**src/rtl/reg_port_arbiter.sv**
```systemverilog
`default_nettype none
// ============================================================================
// Module  : reg_port_arbiter
// Purpose : Register-file write / rs1 port arbiter. It passes core traffic through,
//           inserts one-cycle debug accesses, and can run a clear sweep when
//           REG_CLEAR_SWEEP_EN is defined.
// Revision: 1.0
// ============================================================================
module reg_port_arbiter #(
    parameter int NREGS  = 32,
    parameter int ADDR_W = 5,
    parameter int DATA_W = 32
) (
    input  logic              clkIn,
    input  logic              resetIn,
    input  logic              coreWriteIn,
    input  logic [ADDR_W-1:0] coreRdIn,
    input  logic [DATA_W-1:0] coreDataIn,
    input  logic [ADDR_W-1:0] coreRs1In,
    output logic              stallOut,
    input  logic              dbgReqIn,
    input  logic              dbgWeIn,
    input  logic [ADDR_W-1:0] dbgAddrIn,
    input  logic [DATA_W-1:0] dbgDataIn,
    output logic              dbgAckOut,
    output logic [DATA_W-1:0] dbgDataOut,
    input  logic              clearReqIn,
    output logic              clearDoneOut,
    output logic              rfWriteOut,
    output logic [ADDR_W-1:0] rfRdOut,
    output logic [DATA_W-1:0] rfDataOut,
    output logic [ADDR_W-1:0] rfRs1Out,
    input  logic [DATA_W-1:0] rfData1In
);

    localparam logic [1:0] IDLE  = 2'd0;
    localparam logic [1:0] DBG   = 2'd1;
    localparam logic [1:0] ACK   = 2'd2;
`ifdef REG_CLEAR_SWEEP_EN
    localparam logic [1:0] SWEEP = 2'd3;
    localparam logic [ADDR_W-1:0] LAST_ADDR = ADDR_W'(NREGS - 1);
`endif

    logic [1:0]        state;
    logic [1:0]        state_nxt;
    logic [DATA_W-1:0] dbg_data;

`ifdef REG_CLEAR_SWEEP_EN
    logic [ADDR_W-1:0] cnt;
    logic              clear_done;
    logic              sweep_last;

    assign sweep_last = (state == SWEEP) && (cnt == LAST_ADDR);

    always_ff @(posedge clkIn or posedge resetIn) begin
        if (resetIn) begin
            cnt        <= '0;
            clear_done <= 1'b0;
        end else begin
            clear_done <= sweep_last;
            if (sweep_last) begin
                cnt <= '0;
            end else if (state == SWEEP) begin
                cnt <= cnt + ADDR_W'(1);
            end
        end
    end

    assign clearDoneOut = clear_done;
`else
    wire unused_cfg = &{1'b0, clearReqIn, NREGS[0]};
    assign clearDoneOut = 1'b0;
`endif

    // The clear request is checked last so that it overrides a debug request.
    always_comb begin
        state_nxt = state;
        case (state)
            IDLE: begin
                if (dbgReqIn) begin
                    state_nxt = DBG;
                end
`ifdef REG_CLEAR_SWEEP_EN
                if (clearReqIn) begin
                    state_nxt = SWEEP;
                end
`endif
            end
            DBG: state_nxt = ACK;
            ACK: begin
                if (!dbgReqIn) begin
                    state_nxt = IDLE;
                end
            end
`ifdef REG_CLEAR_SWEEP_EN
            SWEEP: begin
                if (sweep_last) begin
                    state_nxt = IDLE;
                end
            end
`endif
            default: state_nxt = IDLE;
        endcase
    end

    // The read port shows the pre-write value in DBG, because the write lands on the same edge.
    always_ff @(posedge clkIn or posedge resetIn) begin
        if (resetIn) begin
            state    <= IDLE;
            dbg_data <= '0;
        end else begin
            state <= state_nxt;
            if (state == DBG) begin
                dbg_data <= rfData1In;
            end
        end
    end

    always_comb begin
        stallOut   = 1'b0;
        rfWriteOut = coreWriteIn;
        rfRdOut    = coreRdIn;
        rfDataOut  = coreDataIn;
        rfRs1Out   = coreRs1In;
        case (state)
            DBG: begin
                stallOut   = 1'b1;
                rfWriteOut = dbgWeIn;
                rfRdOut    = dbgAddrIn;
                rfDataOut  = dbgDataIn;
                rfRs1Out   = dbgAddrIn;
            end
`ifdef REG_CLEAR_SWEEP_EN
            SWEEP: begin
                stallOut   = 1'b1;
                rfWriteOut = 1'b1;
                rfRdOut    = cnt;
                rfDataOut  = '0;
            end
`endif
            default: begin
            end
        endcase
    end

    assign dbgAckOut  = (state == ACK);
    assign dbgDataOut = dbg_data;

endmodule
`default_nettype wire

```
**config.mk**
```make
export PLATFORM = sky130hd
export DESIGN_NAME = reg_port_arbiter
export DESIGN_NICKNAME = d
export VERILOG_FILES = /design/src/rtl/reg_port_arbiter.sv
export SDC_FILE = /design/constraint.sdc
export NUM_CORES = 1
export LEC_CHECK = 0
export ABC_AREA = 1
export ABC_CLOCK_PERIOD_IN_PS = 1300
export CAP_MARGIN = 20
export CORE_MARGIN = 5
export CORE_UTILIZATION = 30
export CTS_CLUSTER_DIAMETER = 100
export DETAILED_ROUTE_END_ITERATION = 8
export PLACE_DENSITY = 0.89
export SYNTH_ARGS = -nofsm -noshare
export SYNTH_HDL_FRONTEND = slang
export SYNTH_SLANG_ARGS = --single-unit
```
**constraint.sdc**
```tcl
create_clock -name clkIn -period 1.3 [get_ports clkIn]
set_input_delay 0.26 -clock clkIn [delete_from_list [all_inputs] [get_ports clkIn]]
set_output_delay 0.26 -clock clkIn [all_outputs]
set_load 0.03 [all_outputs]
```
Yosys cells after proc, flatten, opt, wreduce, memory -nomap -nowiden
Cells that the tools add are included.
{"block": "word_totals", "regBits": 34, "input_bits": 117, "out_inout_bits": 78, "wordCells": 16}
{"block": "op_classes", "eq_ne": 4, "n_mux": 8, "n_reduce_logical": 2}
{"cell": "$mux 32", "n": 1}
{"cell": "$mux 5", "n": 2}
{"cell": "$pmux 2 s3", "n": 1}
{"cell": "$mux 2", "n": 2}
{"cell": "$ne 2x2->1 const B", "n": 2}
{"cell": "$eq 2x1->1 const B", "n": 1}
{"cell": "$eq 2x2->1 const B", "n": 1}
{"cell": "$logic_not 2->1", "n": 1}
{"cell": "$mux 1", "n": 2}
{"cell": "$reduce_and 2->1", "n": 1}

Logic depth before layout (Yosys ltp)
{"block": "depth", "ltp_word": 3, "depth_mapped": 6, "depth_no_buf": 4}

Worst setup path after synthesis
Ideal clock, no wire load.
{"block": "synth_path", "kind": "reg2out", "startpoint": "register state[1]", "endpoint": "output port rfDataOut[30]", "t_arrival_ns": 1.086, "t_required_ns": 1.040, "path_slack_ns": -0.046, "path_stages_with_launch": 5, "cell_sequence": "dfrtp_1 -> inv_2 -> clkbuf_1 -> nand3_1 -> nand2_1"}
{"block": "synth_via", "elab_chain_len": 2}
{"item": "from (decl)", "line": "44", "rtl": "logic [1:0] state;"}
{"item": "from (signal assigned)", "line": "112", "rtl": "state <= state_nxt;"}
{"item": "$eq 2x1->1", "line": "125", "rtl": "case (state)"}
{"item": "$mux 32", "line": "125"}
{"item": "to (decl)", "line": "31", "rtl": "output logic [DATA_W-1:0] rfDataOut,"}
Every way passes these cells.

Final worst setup path
{"block": "layout_path", "startpoint": "register state[1]", "endpoint": "output port rfDataOut[7]"}
The elaborated chain is that of the path after synthesis.

==> results <==
## stage by stage
step                      worst slack (ns)  cell area, µm²  TNS [ns]  std cells
after floorplan                   -0.00110            1980  -0.00110        289
after global placement              -0.107            3940    -0.874        551
after detailed placement           -0.0885            3940     -1.71        551
final                               -0.340            4460    -13.56        570
after global routing                -0.393            4460    -16.10        570
after CTS                           -0.343            4480    -13.82        570
## routing by layer
metal / share of wire (%) / vias to the layer above
met5: 0 / -
met4: 2.1 / 0
met1: 39 / 1316
met2: 53 / 125
li1: - / 1318
met3: 6.3 / 15
## cell usage after synthesis (all sizes together)
master | number | share of area (%)
conb | 1 | 0.19
nand3 | 71 | 18
dfrtp | 34 | 44
nor2 | 2 | 0.38
clkbuf | 3 | 0.58
inv | 4 | 0.77
buf | 21 | 6.7
nand2 | 153 | 30
## layout make-up
| cell class | count | area, µm² | area share, % |
|---|---|---|---|
| multi-input cells | 227 | 1100 | 24.8 |
| clock buffers | 7 | 86.3 | 1.94 |
| flip-flops and latches | 34 | 852 | 19.1 |
| clock inverters | 1 | 5.00 | 0.112 |
| inverters | 4 | 21.3 | 0.477 |
| repair buffers | 220 | 2290 | 51.4 |
| well taps | 77 | 96.3 | 2.16 |
## power groups by stage
stage,clock network (mW),registers (mW),logic [mW]
after floorplan,0,2.79,2.78
after global placement,0,1.86,6.52
after detailed placement,0,1.89,6.63
after CTS,0.817,1.89,7.72
after global routing,0.857,1.95,8.08
final,0.795,1.89,7.66
## how the worst min path moves through the flow
stage / endpoint / slack [ns] / depth (start not counted)
4_1_cts: dbgDataOut[13] / 0.29 / 3
5_1_grt: dbgDataOut[13] / 0.32 / 3
3_3_place_gp: dbgDataOut[7] / 0.45 / 2
3_5_place_dp: dbgDataOut[18] / 0.46 / 2
6_report: dbgDataOut[13] / 0.30 / 3
2_1_floorplan: state[0] / 0.37 / 2
## critical path: cells and delay by family (launching register included)
family / cells / cell delay (ns)
flip-flops: 1 / 0.41
buffers and inverters: 4 / 0.53
AND/OR/NAND/NOR: 2 / 0.17
## flip-flops by register name, indices dropped and copies added, names as in the netlist
name / cells
dbgDataOut: 32
state: 2
## cell usage in the layout (no fill, tap or decap), types with 3 or more instances in the layout
| cell type | n |
|---|---|
| clkbuf_8 | 6 |
| buf_16 | 3 |
| nand3_2 | 13 |
| clkdlybuf4s15_1 | 4 |
| buf_12 | 9 |
| nand3_1 | 56 |
| clkdlybuf4s50_1 | 115 |
| dfrtp_1 | 33 |
| buf_4 | 26 |
| nand2_2 | 23 |
| clkbuf_2 | 14 |
| buf_6 | 46 |
| nand2_1 | 129 |
## cells by family after synthesis
group | after synthesis | share of synthesized area, %
other cells | 1 | 0.192
simple gates | 226 | 48.1
flops | 34 | 43.6
buf+inv | 28 | 8.08
## what timing repair did
item / CTS / global route
cloned: 3 / 1
pin swaps: 31 / 10
endpoints found under the setup margin: 63 / 79
gates resized for setup: 108 / 30
setup buffers: 8 / 3
==> metrics.md <==
| Metric | Value |
|---|---|
| RR Endpoint | `dbgDataOut[28]` |
| Root buffer cell | `clkbuf_8` |
| CTS tree | `built` |
| I/O pins | `195` |
| Per-cell routed wire length | `17.4 µm` |
| Final hold slack | `0.296 ns` |
| Initial antenna violation count | `0` |
| Failing checks | `negative setup slack` |
| Crit path time final | `1.64 ns` |
| Share of total power in combinational logic | `74.1%` |
| Critical path, cell by cell | `inv_4 > buf_12 > clkbuf_16 > nand3_1 > nand2_1 > buf_6` |
| Fin. Hold Viols | `0` |
| Fmax | `610 MHz` |
| P&R area growth vs syn | `128%` |
| Post-DP HPWL | `7010 µm` |
| Row count | `29` |
| GPL Wtd Cong | `0.822` |
| CP startpoint kind | `register` |
| Leak pwr | `2.23 nW` |
| PortBufs | `192` |
| # clock sinks | `34` |
| Worst setup path endpoint | `rfDataOut[7]` |
| Drt via density | `4.87` |
| Syn Nets | `406` |
| H-tree level count | `2` |
| CTS max path bufs | `2` |
| Initial Util | `30.7%` |
| Met1 Track Usage GR | `26.4%` |
| Die width | `90.7 µm` |
| Worst IR Drop VDD | `1.32 mV` |
| Critical path class | `register to output port` |
| Distinct cells, synth | `12` |
| Mapped Cells | `289` |
| Setup Viol. Count Final | `45` |
| Tcrit/Tclk final | `126%` |
| Worst Setup End Kind | `output port` |
| Core area | `6350 µm²` |
| Power density over the cells | `2320 nW/µm²` |
| R2R setup slack | `0.08 ns` |
| Clk slew on worst S/H paths | `0.07 ns` |
| Die ar. | `8220 µm²` |
| Critical Path AT | `1.38 ns` |
| Post-layout net count | `609` |
| Status | `complete, but fails checks` |
| Sequential share of power | `18.2%` |
| RSZ-0062 raised after global routing | `true` |
| Pint | `5.23 mW` |
| Routed wire length | `9920 µm` |
| Iter 0 DRT Violations | `64` |
| CP peak stage delay | `0.41 ns` |
| Mapped Area | `1950 µm²` |
| Reg2Reg Depth | `7` |
| Ant diodes | `0` |
| Share of cells above drive strength 1 | `30.6%` |
| Number of global-route vias before repair | `2,808` |
| GRT overflow | `0` |
| Routed Antenna Nets | `0` |
| Avg Cell Area, Syn | `6.75 µm²` |
| Slew Viols, Final | `0` |
| CTS Buf Count | `5` |
| Top Usage Layer GRT | `met2` |
| Pwr Total | `10.3 mW` |
| Post-layout util | `70.2%` |
| Worst Hold Class | `input pin to asynchronous set/reset pin` |
| Final setup margin | `-0.340 ns` |
| YS warnings | `0` |
| First-pass GRT wire length | `15,100 µm` |
| Largest net degree at the start of global routing | `44` |
| Met2 GRT Util | `41.7%` |
| P_sw | `5.11 mW` |
| Crit path launch | `state[1]` |
| Met3 Usage GRT | `5.25%` |
| CP Max Fanout | `7` |
| Critical Path RT | `1.04 ns` |
| Reg-to-reg startpoint | `state[1]` |
| Drc violations | `0` |
| CTS Hold Bufs | `0` |
| Max Cap Violations | `0` |
| Die H | `90.7 µm` |
| GRT Resource Usage Total | `22.8%` |
| DR pass1 iterations | `5` |
| Clk pwr share | `7.7%` |
| Layout Skew | `0.0110 ns` |
| Vias | `2,774` |
| Synthesized flop and latch total | `34` |
| Clock Latency Late Sink | `0.28 ns` |
| Slowest-stage cell, CP | `dfrtp_1` |
| Filler instances | `469` |
| Register area share after synthesis | `43.6%` |
| Sw frac | `49.4%` |
(Power assumes the default switching activity.)
